$ cat config.mk
export PLATFORM = sky130hd
export DESIGN_NAME = mem_bus_arbiter
export DESIGN_NICKNAME = d
export VERILOG_FILES = /design/src/rtl/mem_bus_arbiter_pkg.sv /design/src/rtl/mem_bus_arbiter_timeout_cnt.sv /design/src/rtl/mem_bus_arbiter.sv
export SDC_FILE = /design/constraint.sdc
export NUM_CORES = 1
export LEC_CHECK = 0
export ABC_AREA = 1
export ABC_CLOCK_PERIOD_IN_PS = 4410
export CAP_MARGIN = 20
export CORE_MARGIN = 2
export CORE_UTILIZATION = 39
export DETAILED_ROUTE_END_ITERATION = 8
export PLACE_DENSITY = 0.92
export RECOVER_POWER = 50
export SYNTH_ARGS = -nofsm -noshare
export SYNTH_HDL_FRONTEND = slang
export SYNTH_SLANG_ARGS = --single-unit
$ cat constraint.sdc
create_clock -name clk -period 4.41 [get_ports clk]
set_input_delay 0.882 -clock clk [delete_from_list [all_inputs] [get_ports clk]]
set_output_delay 0.882 -clock clk [all_outputs]
set_load 0.01 [all_outputs]
$ cat src/rtl/mem_bus_arbiter_pkg.sv
// Shared types and constants for the data-memory/peripheral bus arbiter.
package mem_bus_pkg;

  typedef enum logic [1:0] {
    IDLE = 2'd0,
    BUS  = 2'd1,
    RESP = 2'd2
  } state_t;

  localparam logic OWN_CORE = 1'b0;
  localparam logic OWN_LDR  = 1'b1;

  localparam logic [3:0] DEF_UART_NIB = 4'h1;

endpackage

$ cat src/rtl/mem_bus_arbiter_timeout_cnt.sv
// Bus wait-state counter: clears at the start of a transaction, counts
// stalled BUS cycles and flags when the count reaches LIMIT.
module bus_timeout_cnt #(
  parameter logic [7:0] LIMIT = 8'd255
) (
  input  logic clk,
  input  logic rst,
  input  logic clr,
  input  logic en,
  output logic expired
);

  logic [7:0] cnt;

  assign expired = (cnt == LIMIT);

  // Saturates at LIMIT so a held stall can never wrap back to zero.
  always_ff @(posedge clk or posedge rst) begin
    if (rst) begin
      cnt <= '0;
    end else if (clr) begin
      cnt <= '0;
    end else if (en && !expired) begin
      cnt <= cnt + 8'd1;
    end
  end

endmodule

$ cat src/rtl/mem_bus_arbiter.sv
// Round-robin arbiter between the core load/store port and the UART loader,
// running one valid/ready bus transaction at a time with timeout error.
module mem_bus_arbiter
  import mem_bus_pkg::*;
#(
  parameter int unsigned ADDR_W   = 32,
  parameter int unsigned DATA_W   = 32,
  parameter logic [3:0]  UART_NIB = DEF_UART_NIB,
  parameter int unsigned TIMEOUT  = 255
) (
  input  logic              clk,
  input  logic              rst,
  input  logic              core_req,
  input  logic              core_we,
  input  logic [ADDR_W-1:0] core_addr,
  input  logic [DATA_W-1:0] core_wdata,
  output logic              core_ack,
  output logic              core_err,
  input  logic              ldr_req,
  input  logic              ldr_we,
  input  logic [ADDR_W-1:0] ldr_addr,
  input  logic [DATA_W-1:0] ldr_wdata,
  output logic              ldr_ack,
  output logic              ldr_err,
  output logic [DATA_W-1:0] rdata,
  output logic              bus_valid,
  output logic              bus_we,
  output logic [ADDR_W-1:0] bus_addr,
  output logic [DATA_W-1:0] bus_wdata,
  output logic              bus_sel,
  input  logic              bus_ready,
  input  logic [DATA_W-1:0] bus_rdata,
  output logic              owner
);

  state_t            state;
  logic              owner_q;
  logic              last_owner;
  logic              we_q;
  logic              err_q;
  logic [ADDR_W-1:0] addr_q;
  logic [DATA_W-1:0] wdata_q;
  logic [DATA_W-1:0] rdata_q;

  logic              any_req;
  logic              grant_owner;
  logic              cnt_clr;
  logic              cnt_en;
  logic              expired;

  assign any_req = core_req || ldr_req;

  // On a tie the requester not served last wins.
  always_comb begin
    grant_owner = OWN_CORE;
    if (core_req && ldr_req) begin
      grant_owner = (last_owner == OWN_CORE) ? OWN_LDR : OWN_CORE;
    end else if (ldr_req) begin
      grant_owner = OWN_LDR;
    end
  end

  assign cnt_clr = (state == IDLE) && any_req;
  assign cnt_en  = (state == BUS) && !bus_ready;

  bus_timeout_cnt #(
    .LIMIT(8'(TIMEOUT))
  ) u_timeout (
    .clk    (clk),
    .rst    (rst),
    .clr    (cnt_clr),
    .en     (cnt_en),
    .expired(expired)
  );

  always_ff @(posedge clk or posedge rst) begin
    if (rst) begin
      state      <= IDLE;
      owner_q    <= OWN_CORE;
      last_owner <= OWN_LDR;
      we_q       <= 1'b0;
      err_q      <= 1'b0;
      addr_q     <= '0;
      wdata_q    <= '0;
      rdata_q    <= '0;
    end else begin
      case (state)
        IDLE: begin
          if (any_req) begin
            state   <= BUS;
            owner_q <= grant_owner;
            if (grant_owner == OWN_LDR) begin
              we_q    <= ldr_we;
              addr_q  <= ldr_addr;
              wdata_q <= ldr_wdata;
            end else begin
              we_q    <= core_we;
              addr_q  <= core_addr;
              wdata_q <= core_wdata;
            end
          end
        end
        BUS: begin
          // Ready takes priority over a timeout landing in the same cycle.
          if (bus_ready) begin
            if (!we_q) begin
              rdata_q <= bus_rdata;
            end
            err_q <= 1'b0;
            state <= RESP;
          end else if (expired) begin
            err_q <= 1'b1;
            state <= RESP;
          end
        end
        RESP: begin
          last_owner <= owner_q;
          state      <= IDLE;
        end
        default: state <= IDLE;
      endcase
    end
  end

  assign bus_valid = (state == BUS);
  assign bus_we    = bus_valid && we_q;
  assign bus_sel   = bus_valid && (addr_q[ADDR_W-1 -: 4] == UART_NIB);
  assign bus_addr  = addr_q;
  assign bus_wdata = wdata_q;
  assign owner     = owner_q;
  assign rdata     = rdata_q;

  assign core_ack  = (state == RESP) && (owner_q == OWN_CORE);
  assign ldr_ack   = (state == RESP) && (owner_q == OWN_LDR);
  assign core_err  = core_ack && err_q;
  assign ldr_err   = ldr_ack && err_q;

endmodule

==> metrics.txt <==
Critical Path RT=4.49 ns; initial core utilization=0.397; maximum vdd drop=between 300 and 400 µV; CTS root buf=clkbuf_16; top sig layer=met4; top flip-flop cell by instance count after synthesis=dfrtp_1; Core Region=~13000 µm²; crit-path leading delay family=buffers and inverters; failing checks=capacitance limit, slew limit; clock slew at reported path FFs=0.07 ns; buffers and inverters on the worst path=2; Post CTS Setup Buffer Count=0; post-synth net total=765; highest clock rate=roughly 360 MHz; synth-to-layout area growth=61.6%; status=finished, violations left; drt pass-1 iters=6; CTS HTree Levels=3; multiplexer share of the synthesized area=0; crit path capture=bus_addr[3]$_DFFE_PP0P_; main combinational cell family by area after synthesis=simple AND/OR/NAND/NOR gates; routed length on met2=7.94 mm; FF-to-FF End=rdata[14]$_DFFE_PP0P_; vias=5010; met3 WL post-DR=1.42 mm; fin. max-slew vios=56; power per cell area=608 nW/µm²; post-synthesis simple-gate area fraction=0.241; Multi-input gate area=1920 µm²; drt initial violations=242; Arr. time, crit path=roughly 2.9 ns; Fin Clk Skew=0.00790 ns; first-pass GRT wire length=24.2 mm; Pleak=3.57 nW; Setup CP Type=input pin to async pin; Routed Antenna Nets=0; Worst Max-Slew Pin Slew=2.47 ns; type of the worst min-delay path=register to register; Clock Tree Buf Depth=2; number of cells after detailed placement=1006; Slew Limit Headroom=-0.656; Mapped Area=4960 µm²; fin crit period=2.81 ns; Setup TNS=0 ns; sequential cell area=2750 µm²; Async S/R FF share, synth=1.00; TritonCTS clock tree=yes; CP endpoint kind=async pin; R2R Path Start=state[1]$_DFFE_PP0P_; fillers=1035; pin count of the biggest net entering global routing=68; Die Wd=117 µm; Final nets=1014; share of cells above drive strength 1=0.0364; I/O pin count=between 200 and 300; Slowest-stage cell, CP=clkinvlp_2; PortBufs=270; DRT Wirelength=roughly 16 mm; WL/cell=between 15 and 20 µm; DIE AREA=13600 µm²; global route overflow=0; synthesized area per cell=~8.3 µm²; maxcap violations=1; YS warnings=0; GRT Util Overall=0.228; DIE HEIGHT=117 µm; Synth cell types=24; post_cts resized=0; Worst setup SP type=input pin; Metal-1 WL=6.10 mm; period utilisation layout=0.636; Worst path depth=2; vias in the first global route=4876; non-filler cells, final=1023; detailed placement HPWL=11.4 mm; hold_buf cts=0; EDFF count, synth=0; via/cell ratio=between 4 and 5; initial antenna violation count=0; drt drc=0; Synth Area in Adders=0.00252; hold_ws=0.466 ns; R2R depth=6; R2R Setup Slk=around 2.2 ns; delay of the slowest critical-path stage=1.40 ns; Synth Register Bits=110; final setup violation count=0; CP Max Fanout=56; clock latency on the worst-skew pair=0.34 ns; Worst Setup SP=rst; Synth Area in XOR/XNOR=0.00176; diodes inserted=0; RSZ-0062 raised after global routing=no; sequential area share after synthesis=0.555; Rows=41; CTS Buf Count=9; Clock Sinks=110; worst-path cell chain=dlygate4sd3_1 > clkinvlp_2; Compound-Gate Fraction of Synth Area=0.140; Mapped Cells=597; GP Congestion=0.810; final hold vios=0
[synthesized netlist by cell type, types with 2 or more instances]
| cell | n | area share |
|---|---|---|
| nand3_1 | 49 | 0.049 |
| nor2_1 | 73 | 0.055 |
| buf_2 | 20 | 0.020 |
| nand2_2 | 2 | 0.0025 |
| inv_1 | 12 | 0.0091 |
| nor3_1 | 3 | 0.0030 |
| buf_4 | 7 | 0.011 |
| nor2_4 | 3 | 0.0068 |
| buf_6 | 5 | 0.011 |
| o21ai_1 | 92 | 0.093 |
| nand2_1 | 161 | 0.12 |
| dfrtp_1 | 109 | 0.55 |
| o21bai_1 | 2 | 0.0030 |
| o21ai_0 | 41 | 0.041 |
| inv_2 | 4 | 0.0030 |
| clkbuf_1 | 6 | 0.0045 |
[power breakdown]
group          total, mW  switching (mW)  leakage [nW]  internal (mW)
clock              0.819           0.346         0.144          0.473
sequential          1.75           0.274          1.36           1.48
combinational       2.31            1.19          2.06           1.12
[registers in the layout, indices dropped and copies added, names as in the netlist]
register,cells
we_q,1
rdata,32
state,2
owner,1
bus_addr,32
err_q,1
u_timeout.cnt,8
last_owner,1
bus_wdata,32
[layer usage]
metal,GRT usage,vias to the layer above
met5,0,-
met4,0.0831,0
met3,0.0700,21
met2,0.398,199
met1,0.266,2341
li1,-,2449
[per-stage QoR]
stage / instance area, µm² / setup WS, ns / power, mW / utilization
floorplan: 4960 / 0.627 / 2.88 / -
global placement: 7700 / 1.51 / 4.08 / 0.616
detailed placement: 7700 / 1.46 / 4.17 / 0.616
CTS: 8000 / 1.75 / 5.00 / 0.639
global route: 8020 / 1.17 / 5.23 / 0.641
finish: 8020 / 1.60 / 4.88 / 0.641
[worst min path at each step]
stage                                from               endpoint  depth (start not counted)
floorplan                we_q$_DFFE_PP0P_       we_q$_DFFE_PP0P_                          2
global placement     rdata[9]$_DFFE_PP0P_   rdata[9]$_DFFE_PP0P_                          2
detailed placement  rdata[23]$_DFFE_PP0P_  rdata[23]$_DFFE_PP0P_                          2
CTS                 rdata[23]$_DFFE_PP0P_  rdata[23]$_DFFE_PP0P_                          2
global route        rdata[23]$_DFFE_PP0P_  rdata[23]$_DFFE_PP0P_                          2
finish              rdata[22]$_DFFE_PP0P_  rdata[22]$_DFFE_PP0P_                          2
[layout by cell type, fill, tap and decap left out, types with 2 or more instances in the layout]
cell             instances
clkbuf_8                 2
clkbuf_16                9
o21ai_1                 92
nor3_1                   3
dlygate4sd3_1           50
nor2_1                  73
nand2_2                  3
clkbuf_1                 4
dfrtp_1                109
nor2_4                   3
inv_1                   12
nand2_1                160
o21ai_0                 41
clkdlybuf4s50_1        220
o21bai_1                 2
nand3_1                 49
buf_4                    4
buf_12                   2
inv_2                    3
[area by class of cell]
cell class	count	area share
tap	172	0.0268
inverter	17	0.00811
sequential	110	0.343
multi-input combinational	432	0.239
clock buffer	15	0.0334
clock inverter	1	0.00374
timing repair buffer	276	0.346
[cell families after synthesis]
kind of cell,Yosys count
buffers and inverters,55
AOI/OAI and AO/OA,137
and+or+nand+nor,293
adders and majority gates,1
DFF,110
xor gates and xnor gates,1
Note: power is estimated with default switching activity, not from simulation.
